`config.mk`:
```
export PLATFORM = sky130hd
export DESIGN_NAME = instr_mem_pipe
export DESIGN_NICKNAME = d
export VERILOG_FILES = /design/src/rtl/instr_mem_pkg.sv /design/src/rtl/instr_resp_fifo.sv /design/src/rtl/instr_mem_pipe.sv
export SDC_FILE = /design/constraint.sdc
export NUM_CORES = 2
export LEC_CHECK = 0
export BUFFER_PORTS_ARGS = -buffer_cell sky130_fd_sc_hd__buf_2
export CAP_MARGIN = 20
export CORE_ASPECT_RATIO = 1.4
export CORE_MARGIN = 4
export CORE_UTILIZATION = 31
export DETAILED_ROUTE_END_ITERATION = 10
export PLACE_DENSITY = 0.48
export SLEW_MARGIN = 40
export SYNTH_ARGS = -nofsm -noshare
export SYNTH_HDL_FRONTEND = slang
export SYNTH_HIERARCHICAL = 1
export SYNTH_SLANG_ARGS = --single-unit
export TNS_END_PERCENT = 5
```
`constraint.sdc`:
```
create_clock -name clk -period 6.88 [get_ports clk]
set_input_delay 1.032 -clock clk [delete_from_list [all_inputs] [get_ports clk]]
set_output_delay 1.032 -clock clk [all_outputs]
set_load 0.02 [all_outputs]
```
`src/rtl/instr_mem_pkg.sv`:
```
// Shared constants and helpers for the pipelined instruction memory.
// Covers the NOP encoding, the legal read latency range and the response buffer sizing.
package instr_mem_pkg;

    localparam int LATENCY_MIN = 1;
    localparam int LATENCY_MAX = 4;

    // Wide enough for any DATA_W in use; users truncate to their width.
    localparam logic [63:0] NOP_INSTR = 64'h0;

    function automatic bit latency_ok(input int lat);
        return (lat >= LATENCY_MIN) && (lat <= LATENCY_MAX);
    endfunction

    // One slot per pipeline stage plus one, so a full pipeline never stalls on a single pop.
    function automatic int cap_of(input int lat);
        return lat + 1;
    endfunction

endpackage

```
`src/rtl/instr_resp_fifo.sv`:
```
// Response buffer between the read pipeline and the fetch consumer.
// Output is forced to zero while empty, so an idle port shows all-zero fields.
module instr_resp_fifo
    import instr_mem_pkg::*;
#(
    parameter int WIDTH = 49,
    parameter int DEPTH = 2
) (
    input  logic             clk,
    input  logic             rst,
    input  logic             flush,
    input  logic             wr_en,
    input  logic [WIDTH-1:0] wr_data,
    input  logic             rd_en,
    output logic [WIDTH-1:0] rd_data,
    output logic             empty
);

    localparam int PW = (DEPTH > 1) ? $clog2(DEPTH) : 1;
    localparam int CW = $clog2(DEPTH + 1);

    logic [WIDTH-1:0] store [DEPTH];
    logic [PW-1:0]    wr_ptr;
    logic [PW-1:0]    rd_ptr;
    logic [CW-1:0]    count;
    logic             full;
    logic             do_wr;
    logic             do_rd;

    function automatic logic [PW-1:0] ptr_next(input logic [PW-1:0] p);
        return (p == PW'(DEPTH - 1)) ? '0 : p + 1'b1;
    endfunction

    assign empty = (count == '0);
    assign full  = (count == CW'(DEPTH));
    assign do_wr = wr_en && !full;
    assign do_rd = rd_en && !empty;

    always_ff @(posedge clk) begin
        if (rst || flush) begin
            wr_ptr <= '0;
            rd_ptr <= '0;
            count  <= '0;
        end else begin
            if (do_wr) wr_ptr <= ptr_next(wr_ptr);
            if (do_rd) rd_ptr <= ptr_next(rd_ptr);
            if (do_wr && !do_rd)      count <= count + 1'b1;
            else if (!do_wr && do_rd) count <= count - 1'b1;
        end
    end

    // NOTE: storage arrays carry no reset; validity is tracked by count alone.
    always_ff @(posedge clk) begin
        if (do_wr && !rst && !flush) store[wr_ptr] <= wr_data;
    end

    assign rd_data = empty ? '0 : store[rd_ptr];

endmodule

```
`src/rtl/instr_mem_pipe.sv`:
```
// Pipelined instruction memory for the fetch stage: valid/ready requests, in-order
// responses after LATENCY cycles, out-of-range fault flag, flush and a program load port.
module instr_mem_pipe
    import instr_mem_pkg::*;
#(
    parameter int DATA_W  = 32,
    parameter int ADDR_W  = 16,
    parameter int DEPTH   = 64,
    parameter int LATENCY = 1
) (
    input  logic              clk,
    input  logic              rst,
    input  logic              req_valid,
    output logic              req_ready,
    input  logic [ADDR_W-1:0] req_pc,
    output logic              rsp_valid,
    input  logic              rsp_ready,
    output logic [DATA_W-1:0] rsp_instr,
    output logic [ADDR_W-1:0] rsp_pc,
    output logic              rsp_fault,
    input  logic              flush,
    input  logic              ld_en,
    input  logic [ADDR_W-1:0] ld_addr,
    input  logic [DATA_W-1:0] ld_data
);

    localparam int CAP   = cap_of(LATENCY);
    localparam int CW    = $clog2(CAP + 1);
    localparam int IDX_W = (DEPTH > 1) ? $clog2(DEPTH) : 1;
    localparam int RSP_W = DATA_W + ADDR_W + 1;
    localparam logic [DATA_W-1:0] NOP = DATA_W'(NOP_INSTR);

    if (!latency_ok(LATENCY)) begin : g_bad_latency
        $error("instr_mem_pipe: LATENCY must be within 1..4");
    end

    typedef struct packed {
        logic              valid;
        logic              fault;
        logic [ADDR_W-1:0] pc;
    } stage_t;

    logic [DATA_W-1:0] mem [DEPTH];
    logic [CW-1:0]     cnt;
    logic              accept;
    logic              pop;
    logic              ld_hit;
    stage_t            in_stg;
    stage_t            rd_stg;
    logic [DATA_W-1:0] rd_instr;
    logic [RSP_W-1:0]  fifo_din;
    logic [RSP_W-1:0]  fifo_dout;
    logic              fifo_empty;

    // Ready depends only on local state, never on rsp_ready.
    assign req_ready = !rst && !ld_en && !flush && (cnt < CW'(CAP));
    assign accept    = req_valid && req_ready;
    assign pop       = rsp_valid && rsp_ready;

    // NOTE: every field gets a value on every pass, so no latch is inferred.
    always_comb begin
        in_stg.valid = accept;
        in_stg.fault = (32'(req_pc) >= DEPTH);
        in_stg.pc    = req_pc;
    end

    // Outstanding count covers pipeline plus buffer, so the buffer can never overflow.
    always_ff @(posedge clk) begin
        if (rst || flush) begin
            cnt <= '0;
        end else if (accept && !pop) begin
            cnt <= cnt + 1'b1;
        end else if (!accept && pop) begin
            cnt <= cnt - 1'b1;
        end
    end

    // The read stage feeds the buffer directly; LATENCY-1 registers sit in front of it.
    if (LATENCY == 1) begin : g_direct
        assign rd_stg = in_stg;
    end else begin : g_pipe
        stage_t pipe_q [LATENCY-1];

        always_ff @(posedge clk) begin
            for (int i = 0; i < LATENCY - 1; i++) begin
                pipe_q[i] <= (i == 0) ? in_stg : pipe_q[(i == 0) ? 0 : i - 1];
                if (rst || flush) pipe_q[i].valid <= 1'b0;
            end
        end

        assign rd_stg = pipe_q[LATENCY-2];
    end

    assign ld_hit = ld_en && (32'(ld_addr) < DEPTH);

    // NOTE: the program image survives reset, so the array is written without one.
    always_ff @(posedge clk) begin
        if (ld_hit) mem[ld_addr[IDX_W-1:0]] <= ld_data;
    end

    // Reading at the last stage picks up any load committed at an earlier edge.
    assign rd_instr = rd_stg.fault ? NOP : mem[rd_stg.pc[IDX_W-1:0]];
    assign fifo_din = {rd_instr, rd_stg.pc, rd_stg.fault};

    instr_resp_fifo #(
        .WIDTH (RSP_W),
        .DEPTH (CAP)
    ) u_fifo (
        .clk     (clk),
        .rst     (rst),
        .flush   (flush),
        .wr_en   (rd_stg.valid),
        .wr_data (fifo_din),
        .rd_en   (pop),
        .rd_data (fifo_dout),
        .empty   (fifo_empty)
    );

    assign rsp_valid                        = !fifo_empty;
    assign {rsp_instr, rsp_pc, rsp_fault}   = fifo_dout;

endmodule

```
==> summary.md <==
The post-detailed-route DRC marker count is 0, and the average vias per placed instance is 5.141. The synthesized area per cell was 23.09 sq um. The number of slew-limit violations in the final report was 0.

The clock-pin slew on the worst setup and hold paths came out at 70 ps. The final core utilization was 36.38%. Number of cell rows: 223. The clock drives 2153 sinks.

Growth of design area from synthesis to finish: 16.56%. Setup repair after global routing left no endpoint under its margin. The number of flops mapped to enable cells by yosys works out to 2146. Counting I/O delays and the setup requirement, the final critical path takes 4046 ps. The worst hold path begins at req_pc[7].

TritonCTS built the clock tree. Cells with a size suffix above 1 make up 30.80% of the layout. The final design instance area without fill is 0.09614 sq mm. The number of setup buffers added after CTS is 0. The number of search-and-repair iterations in the first detailed-routing pass is 6, and the fraction of registers with async set or reset after synthesis is 0%.

The clock passes through at most 4 buffers. The cell depth of the worst hold path is 1, and the wire length per cell is 32.45 um. In this run the power spent charging and discharging nets is 0.005753 W. The category of cells accounting for the largest share of critical-path delay was buffers and inverters. The first global-routing pass estimated 339800 um of wire. The number of antenna violations at the first check in global routing was 12. In this run the standard cell core region covers 0.2642 sq mm. For the final routed database, the setup TNS stands at 0 ps.

The later pin in the worst-skew pair is clocked with a latency of 870 ps. The number of levels the H-tree was split into is 4, and the net switching share of the total power is 21.47%. Measured along the x axis, the die boundary spans 443.9 um.

Most used routing layer: met2. Synthesis inferred 2153 register bits. The number of global-route vias before repair is 40398, and the detailed placer's ending HPWL is 154000 um. For met2 alone, demand over resource in global routing was 32.51%. The cell that appears most often on the critical path is sky130_fd_sc_hd__buf_4. For the worst vdd rail ir drop, the log shows 179.8 uV. The instance count of the mapped netlist was 3572; the remaining antenna violation count after routing was 0. The data required time at the worst endpoint was 7370 ps.

The run gives 41.3% as the clock network fraction of total power. Leaving out fill and tap cells, the most frequent cell in the layout is sky130_fd_sc_hd__edfxtp_1. In this run the power density over the cells is 278.8 mW/mm^2. Cell with the biggest individual delay on the critical path: sky130_fd_sc_hd__a22oi_1. Among all flip-flop cells after synthesis, the most frequent one is sky130_fd_sc_hd__edfxtp_1.

The run gives 0 as the final setup violation count. For the pin with the worst max-slew slack, the measured transition is 933.6 ps. In this run, placement finished with an instance count of 7190. The final cell count without fillers is 7556, and the leakage dissipation is 29.63 nW.

The internal power was 0.02104 W. Yosys mapped the design onto 53 distinct sky130hd cell types. The tools report the number of DRC markers after the initial detailed-route iteration as 3900. Port buffering added 120 buffers. The min-delay analysis places its worst path in the category in -> reg. Traced cell by cell, the critical path runs through buf_8, buf_16, buf_4, buf_4, mux4_2, a22oi_1, o221ai_1. For this run, the post-layout net count is 3986. The worst hold slack is 384.0 ps, and the count of pins on the block boundary is 121.

The number of buffers and inverters on the critical path came out at 4. For the met1 routing resource usage after global routing, the log shows 21.35%. In the layout the commonest cells are sky130_fd_sc_hd__edfxtp_1 (2146), sky130_fd_sc_hd__mux4_2 (527), sky130_fd_sc_hd__clkbuf_16 (205), sky130_fd_sc_hd__mux2i_1 (185), sky130_fd_sc_hd__buf_4 (122).

When the netlist entered floorplanning its net count stood at 3644. The hold buffer count at CTS was 0; the via count was 38844. The tools report the overall fraction of global-route tracks in use as 17.67%. After detailed routing, the total wire length is 245200 um. The path type of the worst setup path is in -> reg. Residual overflow from global routing: 0. The height of the die is 618.3 um. The tools report the headroom to the max-slew limit as 37.76%. Based on the critical path, the design can be clocked at up to 247.1 MHz.

After synthesis the cells add up to 0.08248 sq mm. CTS placed an instance of sky130_fd_sc_hd__clkbuf_16 at the clock tree root. The number of gates resized after CTS was 0. Category of the worst setup path launch point: an input pin. The setup check on the worst reg-to-reg path leaves a slack of 3880 ps.

The flow ran to the end, and the final reports show no timing, DRC or antenna violations. The max capacitance violation total is 0. Clock skew on the completed layout was measured at 56.63 ps. The tools report the hold path endpoint as u_fifo/store[1][8]$_DFFE_PP_.

The logs give 31.21% for the starting utilization of the core area and 4540 ps for the data arrival at the endpoint of the critical path. Once placement finished, the instance area stood at 0.08963 sq mm. Entering global routing, the biggest net connects 79 pins. The longest individual stage delay on the worst path was 760 ps; the largest fanout on the critical path was 52. The sequential fraction of the synthesis area was 78.30%. Endpoint of the most critical register-to-register path: u_fifo/store[1][25]$_DFFE_PP_. Dividing the final minimum period by the clock period gives 58.81%. The relative contribution of sequential cells to total power is 53.8%. The sort of element at the end of the critical path is a flop. For the worst flop-to-flop path, the logic depth is 4. The logs give 0 for the number of endpoints with negative hold slack in the final report and 0.2745 sq mm for the die area. The logs give 6 for the count of synthesis-stage warnings from yosys and 203 for the number of buffers created by CTS.

For this run, global-route usage on met3 was measured as 1.984%. Startpoint of the worst register-to-register path: mem[43][8]$_DFFE_PP_. The final estimated routing congestion in global placement was 0.7978; the fraction of power consumed by combinational cells was 5.0%.
[stage by stage]
step / setup slack [ps] / power, W
final: 2834 / 0.02680
after floorplan: 3019 / 0.01534
after detailed placement: 2063 / 0.01606
after CTS: 3003 / 0.02709
after global placement: 1923 / 0.01604
after global routing: 2905 / 0.02764
[worst max path at each step]
stage | start | to | slack, ps | depth (start not counted)
after floorplan | ld_en | u_fifo/store[0][0]$_DFFE_PP_ | 3020 | 4
after global placement | req_pc[0] | u_fifo/store[0][33]$_DFFE_PP_ | 1920 | 5
after detailed placement | req_pc[2] | u_fifo/store[1][25]$_DFFE_PP_ | 2060 | 7
after CTS | req_pc[2] | u_fifo/store[1][25]$_DFFE_PP_ | 3000 | 7
after global routing | req_pc[2] | u_fifo/store[1][25]$_DFFE_PP_ | 2900 | 7
final | req_pc[2] | u_fifo/store[1][25]$_DFFE_PP_ | 2830 | 7
[flip-flops by register name, indices dropped and copies added (netlist names), named ones only]
register       flops
u_fifo/count       2
u_fifo/rd_ptr      1
u_fifo/store      98
cnt                2
mem             2048
u_fifo/wr_ptr      1
[worst reg2reg max path: stages (launching register included)]
cell and delay (ps):
sky130_fd_sc_hd__edfxtp_1 370, sky130_fd_sc_hd__mux4_2 490, sky130_fd_sc_hd__mux4_2 580, sky130_fd_sc_hd__a22oi_1 760, sky130_fd_sc_hd__o221ai_1 470
[layer usage]
layer | wire length (um) | vias up
li1 | - | 15946
met4 | 9828 | 0
met1 | 93430 | 21476
met2 | 131600 | 1108
met3 | 10350 | 314
met5 | 0 | -
[power groups by stage]
stage | clock network [W] | registers, W | logic [W]
floorplan | 0 | 0.0147 | 0.000641
global placement | 0 | 0.0147 | 0.00134
detailed placement | 0 | 0.0147 | 0.00137
CTS | 0.0113 | 0.0144 | 0.00137
global route | 0.0118 | 0.0144 | 0.00139
finish | 0.0111 | 0.0144 | 0.00133
[cell usage after synthesis (all sizes together) (3+ instances only)]
master | instances | share of area [%]
buf | 120 | 1.0
xor2 | 5 | 0.053
a31oi | 18 | 0.14
nor2b | 10 | 0.076
clkbuf | 77 | 0.35
o221ai | 3 | 0.032
nand2 | 29 | 0.13
o21ai | 33 | 0.20
a22o | 3 | 0.032
inv | 10 | 0.046
a2111oi | 3 | 0.032
a21oi | 26 | 0.16
nand3 | 6 | 0.036
nand2b | 4 | 0.030
o22ai | 19 | 0.14
and2 | 5 | 0.038
a221o | 44 | 0.53
a221oi | 15 | 0.16
nand3b | 18 | 0.16
mux4 | 527 | 14
mux2 | 4 | 0.055
nand4 | 3 | 0.023
nor3 | 6 | 0.036
nor4 | 4 | 0.030
nor2 | 146 | 0.66
o21bai | 5 | 0.046
a21o | 3 | 0.027
edfxtp | 2146 | 78
a22oi | 54 | 0.49
and3 | 3 | 0.023
mux2i | 188 | 2.3
a211oi | 11 | 0.10
dfxtp | 7 | 0.17
[layout make-up]
cell class,instances,area (sq um)
sequential,2153,64590
timing repair buffer,334,3410
clock inverter,122,1116
multi-input combinational,1212,17380
antenna,7,17.52
fill,23956,168100
inverter,10,38.79
tap,3487,4363
clock buffer,231,5228
[logic make-up (layout without fill, tap and decap cells)]
family                   after synthesis  in the layout  share of synthesized area [%]
buffers and inverters                207            697                          1.394
XOR/XNOR                               6              6                        0.06371
AO/OA/AOI/OAI                        245            245                          2.180
adder cells (fa/ha/maj)                2              2                        0.03033
other                                  0              7                              0
AND/OR/NAND/NOR                      240            240                          1.305
flip-flops                          2153           2153                          78.30
multiplexers                         719            719                          16.73
Note: power is estimated with default switching activity, not from simulation.
